**src/rtl/mul_seq_pkg.sv**
```systemverilog
// Shared types and helpers for the column-serial multiply load sequencer.
// Contents: FSM state enum, per-column height/start-index functions and the
// counter width helper. Functions take the operand width explicitly so the
// package stays independent of any instance parameters.
package mul_seq_pkg;

  typedef enum logic [1:0] {
    StIdle,
    StLoad,
    StSettle,
    StDone
  } state_e;

  // Column k of an n x n product holds h(k) = min(k+1, 2n-1-k) partial products.
  function automatic int col_height(input int k, input int n);
    return (k + 1 < 2 * n - 1 - k) ? k + 1 : 2 * n - 1 - k;
  endfunction

  // Lowest multiplicand index j contributing to column k.
  function automatic int col_lo(input int k, input int n);
    return (k - n + 1 > 0) ? k - n + 1 : 0;
  endfunction

  // One counter serves both the load index and the settle wait.
  function automatic int cnt_width(input int n, input int comp_lat);
    return $clog2(n + comp_lat + 1);
  endfunction

endpackage

```
**src/rtl/mul_load_sequencer_pp_col_gen.sv**
```systemverilog
// pp_col_gen: combinational partial-product bit generator.
// For load index i it emits one bit per product column so that, after N shifts,
// each column shift register of depth h(k) holds exactly that column's bits.
// Columns shorter than N receive leading zeros which fall out of the register.
// Ports:
//   i_a, i_b   registered operands (N bits each)
//   i_idx      load index i, 0..N-1
//   o_col_bit  serial bit per column (2N-1 bits)
module pp_col_gen
  import mul_seq_pkg::*;
#(
  parameter int unsigned N  = 28,
  parameter int unsigned CW = 5
) (
  input  logic [N-1:0]   i_a,
  input  logic [N-1:0]   i_b,
  input  logic [CW-1:0]  i_idx,
  output logic [2*N-2:0] o_col_bit
);

  localparam int unsigned IW = (N > 1) ? $clog2(N) : 1;

  for (genvar k = 0; k < 2 * int'(N) - 1; k++) begin : g_col
    localparam int HK = col_height(k, int'(N));
    localparam int LO = col_lo(k, int'(N));
    // First load cycle that carries a real partial product for this column.
    localparam int SK = int'(N) - HK;

    logic          w_act;
    logic [IW-1:0] w_ja;
    logic [IW-1:0] w_jb;

    assign w_act = (int'(i_idx) >= SK) && (int'(i_idx) < int'(N));
    assign w_ja  = IW'(LO + int'(i_idx) - SK);
    assign w_jb  = IW'(k - LO - int'(i_idx) + SK);
    // Indices are only meaningful while w_act; the AND masks everything else.
    assign o_col_bit[k] = w_act & i_a[w_ja] & i_b[w_jb];
  end

endmodule

```
**src/rtl/mul_load_sequencer.sv**
```systemverilog
// mul_load_sequencer: sequences one unsigned N x N multiply through the
// column-serial shift-register/compressor datapath.
//   IDLE   -> accept operands over in_valid/in_ready
//   LOAD   -> N cycles of col_shift, one partial-product bit per column per cycle
//   SETTLE -> COMP_LAT+1 cycles; last cycle captures res_in[2N-1:0]
//   DONE   -> present out_prod/out_valid; may accept the next pair directly
// Ports:
//   clk, rst             clock, asynchronous active-high reset
//   in_valid/in_ready    operand handshake; in_a, in_b unsigned operands
//   col_bit, col_shift   column shift-register inputs and shift enable
//   res_in               compressor result dst0..dst(2N); bit 2N unused
//   out_prod/out_valid/out_ready  product handshake
//   busy                 high in every state except IDLE
// Optional: define MUL_LOAD_SEQUENCER_SELF_CHECK_EN to add output chk_err, a
// sticky flag set when the captured result differs from a*b or res_in[2N]=1.
module mul_load_sequencer
  import mul_seq_pkg::*;
#(
  parameter int unsigned N        = 28,
  parameter int unsigned COMP_LAT = 0
) (
  input  logic           clk,
  input  logic           rst,
  input  logic           in_valid,
  output logic           in_ready,
  input  logic [N-1:0]   in_a,
  input  logic [N-1:0]   in_b,
  output logic [2*N-2:0] col_bit,
  output logic           col_shift,
  input  logic [2*N:0]   res_in,
  output logic [2*N-1:0] out_prod,
  output logic           out_valid,
  input  logic           out_ready,
  output logic           busy
`ifdef MUL_LOAD_SEQUENCER_SELF_CHECK_EN
  ,
  output logic           chk_err
`endif
);

  localparam int unsigned CW = cnt_width(int'(N), int'(COMP_LAT));

  state_e         r_state, w_state_d;
  logic [CW-1:0]  r_cnt, w_cnt_d;
  logic [N-1:0]   r_a, r_b;
  logic [2*N-1:0] r_prod;
  logic           w_load;
  logic           w_capture;
  logic [2*N-2:0] w_pp;

  pp_col_gen #(
    .N  (N),
    .CW (CW)
  ) u_pp_col_gen (
    .i_a       (r_a),
    .i_b       (r_b),
    .i_idx     (r_cnt),
    .o_col_bit (w_pp)
  );

  always_comb begin
    w_state_d = r_state;
    w_cnt_d   = r_cnt;
    w_load    = 1'b0;
    w_capture = 1'b0;
    in_ready  = 1'b0;
    col_shift = 1'b0;
    col_bit   = '0;
    out_valid = 1'b0;
    unique case (r_state)
      StIdle: begin
        in_ready = 1'b1;
        if (in_valid) begin
          w_load    = 1'b1;
          w_cnt_d   = '0;
          w_state_d = StLoad;
        end
      end
      StLoad: begin
        col_shift = 1'b1;
        col_bit   = w_pp;
        if (r_cnt == CW'(N - 1)) begin
          w_cnt_d   = '0;
          w_state_d = StSettle;
        end else begin
          w_cnt_d = r_cnt + 1'b1;
        end
      end
      StSettle: begin
        if (r_cnt == CW'(COMP_LAT)) begin
          w_capture = 1'b1;
          w_cnt_d   = '0;
          w_state_d = StDone;
        end else begin
          w_cnt_d = r_cnt + 1'b1;
        end
      end
      StDone: begin
        out_valid = 1'b1;
        in_ready  = out_ready;
        if (out_ready) begin
          if (in_valid) begin
            // Chain straight into the next load without an idle cycle.
            w_load    = 1'b1;
            w_cnt_d   = '0;
            w_state_d = StLoad;
          end else begin
            w_state_d = StIdle;
          end
        end
      end
      default: w_state_d = StIdle;
    endcase
  end

  assign busy     = (r_state != StIdle);
  assign out_prod = r_prod;

  always_ff @(posedge clk or posedge rst) begin
    if (rst) begin
      r_state <= StIdle;
      r_cnt   <= '0;
      r_a     <= '0;
      r_b     <= '0;
      r_prod  <= '0;
    end else begin
      r_state <= w_state_d;
      r_cnt   <= w_cnt_d;
      if (w_load) begin
        r_a <= in_a;
        r_b <= in_b;
      end
      if (w_capture) begin
        r_prod <= res_in[2*N-1:0];
      end
    end
  end

`ifdef MUL_LOAD_SEQUENCER_SELF_CHECK_EN
  logic [2*N-1:0] w_ref;
  logic           r_chk_err;

  assign w_ref   = (2 * N)'(r_a) * (2 * N)'(r_b);
  assign chk_err = r_chk_err;

  always_ff @(posedge clk or posedge rst) begin
    if (rst) begin
      r_chk_err <= 1'b0;
    end else if (w_capture && ((res_in[2*N-1:0] != w_ref) || res_in[2*N])) begin
      r_chk_err <= 1'b1;
    end
  end
`else
  // Top result bit is only inspected by the self-check.
  logic w_unused_res_msb;
  assign w_unused_res_msb = res_in[2*N];
`endif

endmodule

```
**config.mk**
```make
export PLATFORM = sky130hd
export DESIGN_NAME = mul_load_sequencer
export DESIGN_NICKNAME = d
export VERILOG_FILES = /design/src/rtl/mul_seq_pkg.sv /design/src/rtl/mul_load_sequencer_pp_col_gen.sv /design/src/rtl/mul_load_sequencer.sv
export SDC_FILE = /design/constraint.sdc
export NUM_CORES = 1
export LEC_CHECK = 0
export CORE_UTILIZATION = 49
export CTS_BUF_LIST = sky130_fd_sc_hd__clkbuf_4 sky130_fd_sc_hd__clkbuf_8
export DETAILED_ROUTE_END_ITERATION = 6
export PLACE_DENSITY = 0.83
export SKIP_CTS_REPAIR_TIMING = 1
export SLEW_MARGIN = 40
export SYNTH_ARGS = -nofsm -noshare
export SYNTH_HDL_FRONTEND = slang
export SYNTH_SLANG_ARGS = --single-unit
```
**constraint.sdc**
```tcl
create_clock -name clk -period 5.6 [get_ports clk]
set_input_delay 1.4 -clock clk [delete_from_list [all_inputs] [get_ports clk]]
set_output_delay 1.4 -clock clk [all_outputs]
set_load 0.1 [all_outputs]
```
==> results of run 1 <==
## power groups by stage
stage,Combinational [mW],Sequential [mW],Clock (mW)
6_report,5.58,1.70,0.911
5_1_grt,5.84,1.76,0.954
4_1_cts,5.53,1.69,0.927
3_5_place_dp,5.51,1.70,0
3_3_place_gp,5.61,1.67,0
2_1_floorplan,2.97,3.11,0
## critical path: cells and delay by family, from the launching register on
kind	cells	cell delay, ns
simple gates	2	0.60
compound gates	2	0.35
buf+inv	5	1.21
fa+ha+maj	1	0.82
flops	1	0.32
## registers in the layout (all words and copies together), names as in the netlist
register,flops
r_cnt,5
r_b,28
r_a,28
r_state,2
out_prod,56
## per-stage QoR
step | setup TNS [ns] | hold slack, ns
after floorplan | -0.5001 | 0.5245
after detailed placement | 0 | 0.4921
after global routing | 0 | 0.5203
after CTS | 0 | 0.5080
final | 0 | 0.5061
after global placement | 0 | 0.4861
## area by class of cell
type / instances / share of cell area
clock buffer: 19 / 0.01883
clock inverter: 12 / 0.01486
inverter: 20 / 0.005722
multi-input combinational: 727 / 0.5123
sequential: 119 / 0.2198
tap: 265 / 0.02446
timing repair buffer: 258 / 0.2040
## worst min path at each step
stage / endpoint / slack [ns] / cells after the start
5_1_grt: out_prod[8]$_DFFE_PP0P_ / 0.52 / 1
3_3_place_gp: out_prod[13]$_DFFE_PP0P_ / 0.49 / 1
2_1_floorplan: r_a[25]$_DFFE_PP0P_ / 0.52 / 1
3_5_place_dp: out_prod[51]$_DFFE_PP0P_ / 0.49 / 1
6_report: out_prod[51]$_DFFE_PP0P_ / 0.51 / 1
4_1_cts: out_prod[3]$_DFFE_PP0P_ / 0.51 / 1
## kinds of logic (layout without fill, tap and decap cells)
| kind of cell | Yosys count | count (layout) | synth area share |
|---|---|---|---|
| flops | 119 | 119 | 0.2982 |
| xor+xnor | 45 | 45 | 0.04022 |
| fa+ha+maj | 28 | 28 | 0.03508 |
| mux | 309 | 309 | 0.3921 |
| simple gates | 205 | 205 | 0.09747 |
| buf+inv | 85 | 309 | 0.04448 |
| compound gates | 140 | 140 | 0.09246 |
## routing by layer
layer  global-route usage  up-vias  routed length, µm
met5                    0        -                  0
met4               0.1213        0               1027
met3              0.08950       78               2987
met2               0.5081      474              15100
met1               0.3788     4306              12110
li1                     -     3922                  -
## layout by cell type, fill, tap and decap left out, types with 11 or more instances in the layout
master and n:
a21oi_1 28, a22oi_1 11, buf_12 55, buf_2 59, buf_4 29, clkbuf_8 18, clkdlybuf4s50_1 115, dfrtp_1 117
ha_1 28, inv_1 17, mux2_2 137, mux2i_1 122, mux4_2 43, nand2_1 63, nand3_1 35, nor2_1 24
nor3_2 44, o21ai_0 42, o221ai_1 11, xnor2_1 35
==> impl_metrics.json, run 1 <==
{
  "max_freq_ghz": 0.1938,
  "crit_path_end": "col_bit[13]",
  "cp_slowest_stage_delay_ns": 0.82,
  "yosys-top-cells-area": "dfrtp_1, mux2_2, mux2i_1",
  "dieArea_um2": 20960,
  "final_util": 0.6875,
  "holdCritStartpoint": "out_prod[51]$_DFFE_PP0P_",
  "nets": 1288,
  "grt_setup_unrepaired": "false",
  "wire_per_inst_um": 21.99,
  "hpwl_mm": 24.36,
  "grt_antenna_before_repair": 0,
  "clkTransAtPathRegs_ns": 0.08,
  "cts.sink_count": 119,
  "intPower_mw": 3.710,
  "synthCells": 931,
  "synth.most_common_cell": "mux2_2",
  "total_power_mw": 8.193,
  "area_growth_pct": 35.74,
  "seqCellArea_um2": 2980,
  "startpoint": "r_cnt[3]$_DFFE_PP0P_",
  "grtUsageTotal": 0.3080,
  "io_buffers": 230,
  "async_flop_share": 1.000,
  "cts_tree": "built",
  "end_kind": "output port",
  "power_leakage_nw": 5.301,
  "grt_max_degree": 59,
  "skew_ns": 0.01283,
  "clock_path_buffers": 2,
  "fillers": 1427,
  "num_rows": 51,
  "p_switching_mw": 4.483,
  "ys.flop_type": "dfrtp_1",
  "max_cap_viol_count": 0,
  "cts_buffers": 17,
  "grt_remaining_overflow": 0,
  "cp-start-kind": "flop",
  "synthTopCellsByCount": "mux2_2, mux2i_1, dfrtp_1",
  "root_buffer": "clkbuf_8",
  "path_max_fanout": 28,
  "clk_latency_ns": 0.45,
  "place_congestion": 1.042,
  "h-tree-depth": 4,
  "dpl_worst_slack_ns": 0.9537,
  "wirelength_mm": 31.22,
  "drt_first_pass_iters": 6,
  "power_frac_seq": 0.208,
  "crit_top_cell": "buf_4",
  "slew_viol_final": 0,
  "slew_headroom": 0.4571,
  "path_class": "flop to output port",
  "synth_area_um2": 9987,
  "yosysUniqueCellTypes": 56,
  "die_y_um": 144.8,
  "place_area_um2": 13100,
  "cp_data_arrival_time_ns": 3.76,
  "ant_nets": 0,
  "setup-violations-final": 0,
  "peakVddDrop_mv": 0.7962,
  "die_x_um": 144.8,
  "synth_top_area_frac": 0.2982,
  "seq_area_frac_synth": 0.2982,
  "r2r_cells": 9,
  "vias_per_cell": 6.183,
  "design_area_um2": 13560,
  "io-pin-count": 232,
  "worstMarginPinSlew_ns": 0.8143,
  "cp_slowest_cell": "ha_1",
  "run_status": "finished, final reports clean",
  "vias": 8780,
  "start_util": 0.5065,
  "finalCritPeriodShare": 0.9212,
  "post-place-cells": 1389,
  "r2r_slack_ns": 2.84,
  "powerDensity_nw_per_um2": 604.4,
  "pwr-share-clk": 0.111,
  "setup_ws_ns": 0.4411,
  "p_comb_frac": 0.681,
  "drc": 0,
  "worstHoldPathType": "flop to flop",
  "grt_pass1_wl_mm": 48.15,
  "fp.coreArea_um2": 19720,
  "final_cells": 1420,
  "first_global_vias": 8743,
  "syn-mean-instance-area_um2": 10.73,
  "cp.required_ns": 4.20,
  "yosys_warnings": 0,
  "switching_share": 0.5472,
  "synth_area_leader_cell": "dfrtp_1",
  "synth-edff-count": 0,
  "fin_crit_ns": 5.159,
  "drive_above_1_share": 0.3671,
  "hold_viol": 0,
  "crit_chain": "buf_4, clkinv_1, ha_1, buf_4, nand3_1, o21ai_0, a221oi_4, buf_4, nor4_2, buf_12",
  "syn_nets": 1076,
  "r2r-end": "r_state[0]$_DFFE_PP0P_",
  "reg2reg_from": "r_cnt[2]$_DFFE_PP0P_",
  "ys_ff_latch": 119,
  "n_antenna_cell": 0,
  "drt_iter0_drc": 692,
  "multi_input_area_um2": 6945
}
(Power assumes the default switching activity.)
==> run 2, diff against run 1 <==
Settings changed: SLEW_MARGIN 40 to 20.
==> impl_metrics.json, run 2 (synthesis results as in run 1) <==
{
  "crit_family": "XOR/XNOR gates",
  "die_y_um": 144.8,
  "area_growth_pct": 37.95,
  "crit_top_cell": "mux2i_1",
  "cp.required_ns": 4.20,
  "skew_ns": 0.01145,
  "fp.coreArea_um2": 19720,
  "io_buffers": 230,
  "n_antenna_cell": 0,
  "cts_tree": "built",
  "cp_slowest_cell": "xor2_1",
  "grt_antenna_before_repair": 0,
  "wirelength_mm": 31.68,
  "clock_path_buffers": 2,
  "fillers": 1416,
  "wire_per_inst_um": 22.30,
  "r2r-end": "r_state[0]$_DFFE_PP0P_",
  "crit_path_end": "col_bit[18]",
  "grt_remaining_overflow": 0,
  "max_freq_ghz": 0.1928,
  "end_kind": "output port",
  "run_status": "finished, final reports clean",
  "grtUsageTotal": 0.3148,
  "grt_setup_unrepaired": "false",
  "layout_common_cells": "clkdlybuf4s50_1, mux2_2, mux2i_1",
  "clkTransAtPathRegs_ns": 0.07,
  "r2r_cells": 9,
  "path_buf_inv": 2,
  "r2r_slack_ns": 2.84,
  "path_max_fanout": 10,
  "vias": 8823,
  "grt_pass1_wl_mm": 48.96,
  "cts.sink_count": 119,
  "peakVddDrop_mv": 0.7000,
  "reg2reg_from": "r_cnt[2]$_DFFE_PP0P_",
  "cp-start-kind": "flop",
  "first_global_vias": 8773,
  "io-pin-count": 232,
  "fin_crit_ns": 5.186,
  "nets": 1288,
  "root_buffer": "clkbuf_8",
  "dieArea_um2": 20960,
  "cp_slowest_stage_delay_ns": 0.71,
  "clk_latency_ns": 0.46,
  "place_congestion": 1.042,
  "drc": 0,
  "final_common_cell": "clkdlybuf4s50_1",
  "largest_register_ffs": 56,
  "slew_headroom": 0.2638,
  "crit_chain": "inv_1, ha_1, xor2_1, mux2i_1, o211ai_1, mux2i_1, mux2i_1, nor3_2, buf_12",
  "finalCritPeriodShare": 0.9260,
  "slew_viol_final": 0,
  "max_cap_viol_count": 0,
  "grt_max_degree": 59,
  "path_depth": 9,
  "start_util": 0.5065,
  "ant_nets": 0,
  "drt_first_pass_iters": 5,
  "worstHoldPathType": "flop to flop",
  "worstMarginPinSlew_ns": 1.096,
  "final.setup.tns_ns": 0,
  "drive_above_1_share": 0.3149,
  "power_leakage_nw": 5.264,
  "setup-violations-final": 0,
  "path_class": "flop to output port",
  "powerDensity_nw_per_um2": 604.0,
  "vias_per_cell": 6.209,
  "hold_ws_ns": 0.5056,
  "startpoint": "r_cnt[1]$_DFFE_PP0P_",
  "drt_iter0_drc": 753,
  "cp_data_arrival_time_ns": 3.79,
  "die_x_um": 144.8,
  "h-tree-depth": 4,
  "num_rows": 51,
  "hold_viol": 0,
  "hpwl_mm": 24.68,
  "cts_buffers": 17
}
==> run 2: cell count changes in the layout (fill, tap and decap cells not counted), moves of 2 or more <==
cell / change
buf_2: -59
bufinv_16: -3
clkdlybuf4s50_1: +59
clkinvlp_4: +2
inv_6: +4
==> run 2: where the power goes <==
part / switching, mW / internal (mW) / leakage (nW) / total [mW]
Combinational: 3.74 / 2.08 / 3.66 / 5.82
Sequential: 0.416 / 1.30 / 1.41 / 1.71
Clock: 0.377 / 0.410 / 0.191 / 0.787
==> run 2: final cells by class <==
class                      instances  area [µm²]  share of cell area
clock buffer                      19       249.0             0.01807
clock inverter                    13       147.6             0.01072
timing repair buffer             258        3060              0.2221
sequential                       119        2980              0.2163
multi-input combinational        727        6930              0.5030
tap                              265       331.6             0.02407
inverter                          20       77.57            0.005631
==> run 2: worst min path at each step <==
stage / startpoint / to / slack (ns) / cells past startpoint
floorplan: r_a[25]$_DFFE_PP0P_ / r_a[25]$_DFFE_PP0P_ / 0.52 / 1
global placement: out_prod[13]$_DFFE_PP0P_ / out_prod[13]$_DFFE_PP0P_ / 0.49 / 1
detailed placement: out_prod[51]$_DFFE_PP0P_ / out_prod[51]$_DFFE_PP0P_ / 0.49 / 1
CTS: out_prod[22]$_DFFE_PP0P_ / out_prod[22]$_DFFE_PP0P_ / 0.51 / 1
global route: out_prod[22]$_DFFE_PP0P_ / out_prod[22]$_DFFE_PP0P_ / 0.53 / 1
finish: out_prod[24]$_DFFE_PP0P_ / out_prod[24]$_DFFE_PP0P_ / 0.51 / 1
==> run 2: through the flow <==
| stage | cell area, µm² | instances | util | setup slack [ns] | power [mW] |
|---|---|---|---|---|---|
| after floorplan | 10340 | 931 | - | -0.5001 | 6.071 |
| after global placement | 13380 | 1389 | 0.6786 | 1.007 | 7.278 |
| after detailed placement | 13380 | 1389 | 0.6786 | 0.9564 | 7.448 |
| after CTS | 13780 | 1421 | 0.6987 | 0.4546 | 8.272 |
| after global routing | 13780 | 1421 | 0.6987 | 0.2612 | 8.699 |
| final | 13780 | 1421 | 0.6987 | 0.4141 | 8.322 |
==> run 2: per-layer routing <==
layer  up-vias  global-route usage  part of all wire
met1      4334              0.3711              0.37
met2       478              0.5167              0.49
li1       3936                   -                 -
met4         0              0.1269             0.034
met5         -                   0                 0
met3        75              0.1181              0.11
==> run 2: worst register-to-register path, delay by kind of cell (launching register included) <==
kind | cells | cell delay (ns)
compound gates | 5 | 1.08
fa+ha+maj | 1 | 0.51
flops | 1 | 0.46
buf+inv | 2 | 0.41
simple gates | 1 | 0.17
